[src/rtl/sdram_cache_pkg.sv]
// Shared types and constants for the direct-mapped write-back SDRAM cache.
package sdram_cache_pkg;

  typedef enum logic [2:0] {
    S_INIT          = 3'd0,
    S_REFRESH       = 3'd1,
    S_IDLE          = 3'd2,
    S_WB_ACTIVATE   = 3'd3,
    S_WB_WRITE      = 3'd4,
    S_FILL_ACTIVATE = 3'd5,
    S_FILL_READ     = 3'd6
  } state_t;

  localparam logic [2:0] CMD_ACTIVATE = 3'b011;
  localparam logic [2:0] CMD_READ     = 3'b101;
  localparam logic [2:0] CMD_WRITE    = 3'b100;
  localparam logic [2:0] CMD_REFRESH  = 3'b001;

  localparam int unsigned LineWords        = 8;
  localparam int unsigned OffsetBits       = 3;
  localparam int unsigned ReadDataDelay    = 4;
  localparam int unsigned RefreshInterval  = 700;
  localparam int unsigned SdramAddrBits    = 21;
  localparam int unsigned RefreshCountBits = $clog2(RefreshInterval);
  localparam int unsigned BeatBits         = $clog2(ReadDataDelay + LineWords + 1);

endpackage

[src/rtl/sdram_cache_line_ram.sv]
// Per-line valid/dirty/tag and line data; asynchronous read, byte-strobed write.
module sdram_cache_line_ram
  import sdram_cache_pkg::*;
#(
  parameter int unsigned IndexBits = 1,
  parameter int unsigned TagBits   = 17
) (
  input  logic                 clk,
  input  logic                 rst,
  input  logic [IndexBits-1:0] index,
  input  logic [2:0]           rd_offset,
  output logic [31:0]          rd_data,
  output logic                 line_valid,
  output logic                 line_dirty,
  output logic [TagBits-1:0]   line_tag,
  input  logic                 wr_en,
  input  logic [2:0]           wr_offset,
  input  logic [3:0]           wr_strobe,
  input  logic [31:0]          wr_data,
  input  logic                 meta_wr,
  input  logic                 meta_dirty,
  input  logic [TagBits-1:0]   meta_tag
);

  localparam int unsigned Lines = 1 << IndexBits;

  logic [31:0]        data  [Lines*LineWords];
  logic [TagBits-1:0] tag   [Lines];
  logic [Lines-1:0]   valid;
  logic [Lines-1:0]   dirty;

  assign rd_data    = data[{index, rd_offset}];
  assign line_valid = valid[index];
  assign line_dirty = dirty[index];
  assign line_tag   = tag[index];

  always_ff @(posedge clk) begin
    if (rst) begin
      valid <= '0;
      dirty <= '0;
    end else if (meta_wr) begin
      valid[index] <= 1'b1;
      dirty[index] <= meta_dirty;
    end
  end

  always_ff @(posedge clk) begin
    if (meta_wr) tag[index] <= meta_tag;
  end

  always_ff @(posedge clk) begin
    for (int b = 0; b < 4; b++) begin
      if (wr_en && wr_strobe[b]) data[{index, wr_offset}][8*b +: 8] <= wr_data[8*b +: 8];
    end
  end

endmodule

[src/rtl/sdram_cache.sv]
// Direct-mapped write-back/write-allocate cache in front of an SDRAM controller,
// with zero-wait hits, burst line fill/write-back and periodic auto-refresh.
module sdram_cache
  import sdram_cache_pkg::*;
#(
  parameter int unsigned LineIndexBitWidth  = 1,
  parameter int unsigned RamAddressBitWidth = 21,
  parameter int unsigned RamAddressingMode  = 2
) (
  input  logic        clk,
  input  logic        rst,
  input  logic        enable,
  input  logic [31:0] address,
  output logic [31:0] data_out,
  output logic        data_out_ready,
  input  logic [31:0] data_in,
  input  logic [3:0]  write_enable,
  output logic        busy,
  output logic        I_sdrc_cmd_en,
  output logic [2:0]  I_sdrc_cmd,
  output logic        I_sdrc_precharge_ctrl,
  output logic        I_sdram_power_down,
  output logic        I_sdram_selfrefresh,
  output logic [20:0] I_sdrc_addr,
  output logic [3:0]  I_sdrc_dqm,
  output logic [31:0] I_sdrc_data,
  output logic [7:0]  I_sdrc_data_len,
  input  logic [31:0] O_sdrc_data,
  input  logic        O_sdrc_init_done,
  input  logic        O_sdrc_cmd_ack
);

  localparam int unsigned TagBits = RamAddressBitWidth - OffsetBits - LineIndexBitWidth;

  state_t                        state;
  logic [RefreshCountBits-1:0]   refresh_count;
  logic                          refresh_pending;
  logic [BeatBits-1:0]           beat;
  logic                          data_phase;

  logic [RamAddressBitWidth-1:0] word_addr;
  logic [2:0]                    offset;
  logic [LineIndexBitWidth-1:0]  index;
  logic [TagBits-1:0]            tag;
  logic [31:0]                   rd_data;
  logic                          line_valid, line_dirty;
  logic [TagBits-1:0]            line_tag;
  logic                          hit, idle, read_hit, write_hit;
  logic                          fill_capture, fill_last;
  logic [2:0]                    rd_offset;
  logic [SdramAddrBits-1:0]      victim_line, request_line;

  // Upper address bits beyond the SDRAM word space are discarded here.
  assign word_addr    = RamAddressBitWidth'(address >> RamAddressingMode);
  assign offset       = word_addr[2:0];
  assign index        = word_addr[OffsetBits +: LineIndexBitWidth];
  assign tag          = word_addr[RamAddressBitWidth-1 -: TagBits];
  assign victim_line  = SdramAddrBits'({line_tag, index, 3'b000});
  assign request_line = SdramAddrBits'({tag, index, 3'b000});

  assign hit       = line_valid && (line_tag == tag);
  assign idle      = (state == S_IDLE);
  assign read_hit  = idle && enable && hit && (write_enable == 4'b0000);
  assign write_hit = idle && enable && hit && (write_enable != 4'b0000);

  assign busy           = !idle || (enable && !hit);
  assign data_out_ready = read_hit;
  assign data_out       = read_hit ? rd_data : 32'd0;

  // Fill words arrive ReadDataDelay..ReadDataDelay+7 cycles after the READ ack.
  assign fill_capture = (state == S_FILL_READ) && data_phase &&
                        (beat >= BeatBits'(ReadDataDelay)) &&
                        (beat <= BeatBits'(ReadDataDelay + LineWords - 1));
  assign fill_last    = fill_capture && (beat == BeatBits'(ReadDataDelay + LineWords - 1));
  assign rd_offset    = (state == S_WB_WRITE) ? (data_phase ? beat[2:0] : 3'd0) : offset;

  assign I_sdrc_precharge_ctrl = 1'b1;
  assign I_sdram_power_down    = 1'b0;
  assign I_sdram_selfrefresh   = 1'b0;
  assign I_sdrc_dqm            = 4'b0000;
  assign I_sdrc_data_len       = 8'(LineWords - 1);

  sdram_cache_line_ram #(
    .IndexBits (LineIndexBitWidth),
    .TagBits   (TagBits)
  ) u_line_ram (
    .clk        (clk),
    .rst        (rst),
    .index      (index),
    .rd_offset  (rd_offset),
    .rd_data    (rd_data),
    .line_valid (line_valid),
    .line_dirty (line_dirty),
    .line_tag   (line_tag),
    .wr_en      (write_hit || fill_capture),
    .wr_offset  (fill_capture ? 3'(beat - BeatBits'(ReadDataDelay)) : offset),
    .wr_strobe  (fill_capture ? 4'b1111 : write_enable),
    .wr_data    (fill_capture ? O_sdrc_data : data_in),
    .meta_wr    (write_hit || fill_last),
    .meta_dirty (write_hit),
    .meta_tag   (tag)
  );

  // Controller sequencing, refresh scheduling and burst streaming.
  always_ff @(posedge clk) begin
    if (rst) begin
      state           <= S_INIT;
      I_sdrc_cmd_en   <= 1'b0;
      I_sdrc_cmd      <= 3'b000;
      I_sdrc_addr     <= '0;
      I_sdrc_data     <= '0;
      beat            <= '0;
      data_phase      <= 1'b0;
      refresh_count   <= '0;
      refresh_pending <= 1'b0;
    end else begin
      I_sdrc_cmd_en <= 1'b0;
      case (state)
        S_INIT: if (O_sdrc_init_done) state <= S_IDLE;
        S_REFRESH: if (O_sdrc_cmd_ack) state <= S_IDLE;
        S_IDLE: begin
          if (refresh_pending) begin
            I_sdrc_cmd      <= CMD_REFRESH;
            I_sdrc_cmd_en   <= 1'b1;
            refresh_pending <= 1'b0;
            state           <= S_REFRESH;
          end else if (enable && !hit) begin
            I_sdrc_cmd    <= CMD_ACTIVATE;
            I_sdrc_cmd_en <= 1'b1;
            if (line_valid && line_dirty) begin
              I_sdrc_addr <= victim_line;
              state       <= S_WB_ACTIVATE;
            end else begin
              I_sdrc_addr <= request_line;
              state       <= S_FILL_ACTIVATE;
            end
          end
        end
        S_WB_ACTIVATE: if (O_sdrc_cmd_ack) begin
          I_sdrc_cmd    <= CMD_WRITE;
          I_sdrc_cmd_en <= 1'b1;
          data_phase    <= 1'b0;
          state         <= S_WB_WRITE;
        end
        S_WB_WRITE: begin
          if (!data_phase) begin
            if (O_sdrc_cmd_ack) begin
              data_phase  <= 1'b1;
              beat        <= BeatBits'(1);
              I_sdrc_data <= rd_data;
            end
          end else if (beat == BeatBits'(LineWords)) begin
            data_phase    <= 1'b0;
            I_sdrc_cmd    <= CMD_ACTIVATE;
            I_sdrc_cmd_en <= 1'b1;
            I_sdrc_addr   <= request_line;
            state         <= S_FILL_ACTIVATE;
          end else begin
            I_sdrc_data <= rd_data;
            beat        <= beat + 1'b1;
          end
        end
        S_FILL_ACTIVATE: if (O_sdrc_cmd_ack) begin
          I_sdrc_cmd    <= CMD_READ;
          I_sdrc_cmd_en <= 1'b1;
          data_phase    <= 1'b0;
          state         <= S_FILL_READ;
        end
        S_FILL_READ: begin
          if (!data_phase) begin
            if (O_sdrc_cmd_ack) begin
              data_phase <= 1'b1;
              beat       <= BeatBits'(1);
            end
          end else begin
            beat <= beat + 1'b1;
            if (fill_last) begin
              data_phase <= 1'b0;
              state      <= S_IDLE;
            end
          end
        end
        default: state <= S_INIT;
      endcase
      // Placed after the FSM so a wrap coinciding with an issue keeps the new request.
      if (refresh_count == RefreshCountBits'(RefreshInterval - 1)) begin
        refresh_count   <= '0;
        refresh_pending <= 1'b1;
      end else begin
        refresh_count <= refresh_count + 1'b1;
      end
    end
  end

endmodule

[config.mk]
export PLATFORM = sky130hd
export DESIGN_NAME = sdram_cache
export DESIGN_NICKNAME = d
export VERILOG_FILES = /design/src/rtl/sdram_cache_pkg.sv /design/src/rtl/sdram_cache_line_ram.sv /design/src/rtl/sdram_cache.sv
export SDC_FILE = /design/constraint.sdc
export NUM_CORES = 1
export LEC_CHECK = 0
export CAP_MARGIN = 20
export CORE_MARGIN = 3
export CORE_UTILIZATION = 52
export CTS_CLUSTER_SIZE = 40
export DETAILED_ROUTE_END_ITERATION = 6
export GPL_TIMING_DRIVEN = 0
export PLACE_DENSITY = 0.81
export SYNTH_ARGS = -nofsm -noshare
export SYNTH_HDL_FRONTEND = slang
export SYNTH_SLANG_ARGS = --single-unit
export TNS_END_PERCENT = 50
[constraint.sdc]
create_clock -name clk -period 3.7 [get_ports clk]
set_input_delay 0.74 -clock clk [delete_from_list [all_inputs] [get_ports clk]]
set_output_delay 0.74 -clock clk [all_outputs]
set_load 0.02 [all_outputs]
==> results by group <==
Yosys
  • Yosys top cell area share: 0.653
  • Mean area per synthesized cell: 15.0 sq um
  • Number of synthesized register bits: 623
  • Yosys top cell by area: edfxtp_1
  • Yosys cell types: 55
  • Cells after Synth: 1677
  • Count leader, synth: edfxtp_1
  • Synth cell count leaders: 546 x edfxtp_1, 275 x mux2i_1, 153 x nor2_1
  • Sequential share of the synthesized area: 0.715
  • Yosys warns: 0
  • Async SR Flop Fraction: 0
  • EDFF count, synth: 546
  • Synth Flop Type: edfxtp_1
  • Mapped Area: roughly 0.025 sq mm
  • Leading cell types by total area after synthesis: edfxtp_1 65%, mux2i_1 11%, dfxtp_1 6.1%

GRT
  • Number of global-route vias before repair: 16700
  • First-pass GRT wire length: 101000 microns
  • Largest net degree at the start of global routing: 17
  • Total grt overflow: 0
  • GRT Resource Usage Total: 0.265
  • Initial antenna violation count: 0

STA
  • Endpoints failing setup: 121
  • Final Hold Fails: 0
  • Setup_tns: -15830 ps
  • Clk_skew: 19.0 ps
  • Worst slew pin tran: 1370 ps
  • Period Utilization, post-route: 1.16
  • Hold WS: 431 ps
  • Fmax: between 0.2 and 0.25 GHz
  • RSZ-0062 raised after global routing: true
  • Slew HR: 0.0870
  • Final Max Slew Viols: 0
  • Final worst slack: -602 ps
  • Min Tclk post-route: 4300 ps

Routing
  • Antenna viol nets, final: 0
  • DR vias/cell: 6.41
  • First DRT Iteration DRCs: 2642
  • Wire per inst: 28.6 microns
  • Final Routed Wirelength: between 70000 and 80000 microns
  • Pre-antenna DRT Iters: 7
  • Drt drc: 0
  • Via Count: 17600

Worst hold path
  • Hold WC Path Type: primary input to register

Die
  • Core ar.: 0.0471 sq mm
  • Die area: 0.0509 sq mm
  • I/O pins: 211
  • DIE HEIGHT: 226 microns
  • Cell row count: 79
  • Initial core utilization: 0.532
  • Die width: between 200 and 250 microns

Placed design
  • Input/output buffers: between 150 and 200
  • Hpwl dp: approximately 43000 microns
  • Worst slack, placed: -1490 ps
  • Post-DP Area: 0.0278 sq mm
  • Cells after DPL: 2485
  • Placer Congestion: 0.895

CTS
  • Clock sink total: 623
  • CTS tree: built
  • Clk pin slew, worst setup/hold paths: 60 ps
  • Num CTS Buffers: 60
  • Worst-Skew Late Latency: around 630 ps
  • Root buffer cell: clkbuf_16
  • Hold_buf cts: 0
  • Longest Clk Path Bufs: 3
  • Htree depth: 2

Cells and area
  • Final core occ: 0.700
  • Nets: ~2200
  • Share of layout cells above drive strength 1: 0.300
  • Area Growth Syn to Fin: 31.5%
  • Final Cell Area: 0.0330 sq mm
  • Non-filler cells, final: around 2700

Worst setup path
  • CP Class: register to primary output
  • Crit. End Element: primary output
  • Data arrival, critical path: about 3600 ps
  • Max FO, Critical Path: 10
  • Critical path startpoint category: register
  • CP required: a little under 3000 ps

Status
  • Violated checks: setup timing
  • Outcome: complete, but fails checks

Pwr
  • Leak pwr: 11.5 nW
  • Design Power: 17.5 mW
  • Pwr Density: around 530 mW/mm^2
  • Peak supply drop: 0.360 mV

Flow run
  • Maxcap violations: 0
state kept, by name, summed over array words and instances, names as in the netlist:
| signal | count |
|---|---|
| u_line_ram.dirty | 2 |
| refresh_count | 10 |
| refresh_pending | 1 |
| I_sdrc_data | 32 |
| I_sdrc_cmd_en | 1 |
| beat | 4 |
| u_line_ram.data | 512 |
| I_sdrc_cmd | 3 |
| state | 3 |
| data_phase | 1 |
| u_line_ram.tag | 34 |
| I_sdrc_addr | 18 |
| u_line_ram.valid | 2 |
timing repair:
item,in CTS,in global routing
setup endpoints to repair,204,509
gates resized for setup,389,242
pin swaps,38,41
buffers inserted,67,69
gates cloned,1,5
placed cells by master (no fill, tap or decap), types with 45 or more instances in the layout:
| cell | synthesis | final |
|---|---|---|
| edfxtp_1 | 546 | 546 |
| mux2i_1 | 275 | 207 |
| buf_4 | 20 | 160 |
| clkdlybuf4s50_1 | 0 | 142 |
| o22ai_1 | 131 | 87 |
| nor2_1 | 153 | 85 |
| dfxtp_1 | 77 | 74 |
| nand2_1 | 74 | 69 |
| clkbuf_16 | 0 | 67 |
| mux2i_2 | 0 | 45 |
path summary, 6_finish.rpt:
kind,start,slack (ps),to,cells after the start
max reg2reg,state[0]$_SDFFE_PP0P_,-150,I_sdrc_data[29]$_SDFFE_PP0P_,18
max,state[0]$_SDFFE_PP0P_,-600,data_out[12],11
min,address[12],430,u_line_ram.tag[0][6]$_DFFE_PP_,1
min reg2reg,refresh_count[0]$_SDFF_PP0_,450,refresh_count[0]$_SDFF_PP0_,1
logic make-up (layout without fill, tap and decap cells):
kind of cell,count (synthesis),after routing,share of synthesized area
other,2,19,0.000299
buffers and inverters,124,564,0.0261
adder cells (fa/ha/maj),3,3,0.00150
AND/OR/NAND/NOR,338,338,0.0607
multiplexers,308,308,0.124
flip-flops,623,623,0.715
AO/OA/AOI/OAI,253,253,0.0632
XOR/XNOR,26,26,0.00907
metal layers:
metal / vias to the layer above / wire [microns] / GRT usage
met2: 1413 / 37400 / 0.442
met3: 351 / 8450 / 0.0650
met4: 0 / 5520 / 0.134
met1: 8560 / 27100 / 0.324
met5: - / 0 / 0
li1: 7244 / - / -
power by group:
group | internal, mW | total [mW] | leakage, nW | switching [mW]
logic | 1.68 | 3.44 | 5.04 | 1.76
clock network | 3.48 | 6.26 | 0.962 | 2.78
registers | 7.71 | 7.76 | 5.53 | 0.0589
total | 12.9 | 17.5 | 11.5 | 4.60
critical path, stage by stage (launching register included):
cell and delay, ps:
dfxtp_4 360, or3b_4 500, a21oi_4 200, buf_12 180, buf_16 170, buf_12 180
mux2i_2 300, o22ai_1 220, nor4_2 280, buf_4 180, nor2_1 40, clkdlybuf4s15_1 290
layout make-up:
class	instances	area, sq um
Timing Repair Buffer	329	3070
Sequential cell	623	17900
Fill cell	2689	14100
Clock inverter	42	367
Antenna cell	1	2.50
Inverter	12	45.0
Clock buffer	72	1620
Buffer	109	1170
Tap cell	607	759
Multi-Input combinational cell	946	8030
Note: power is estimated with default switching activity, not from simulation.
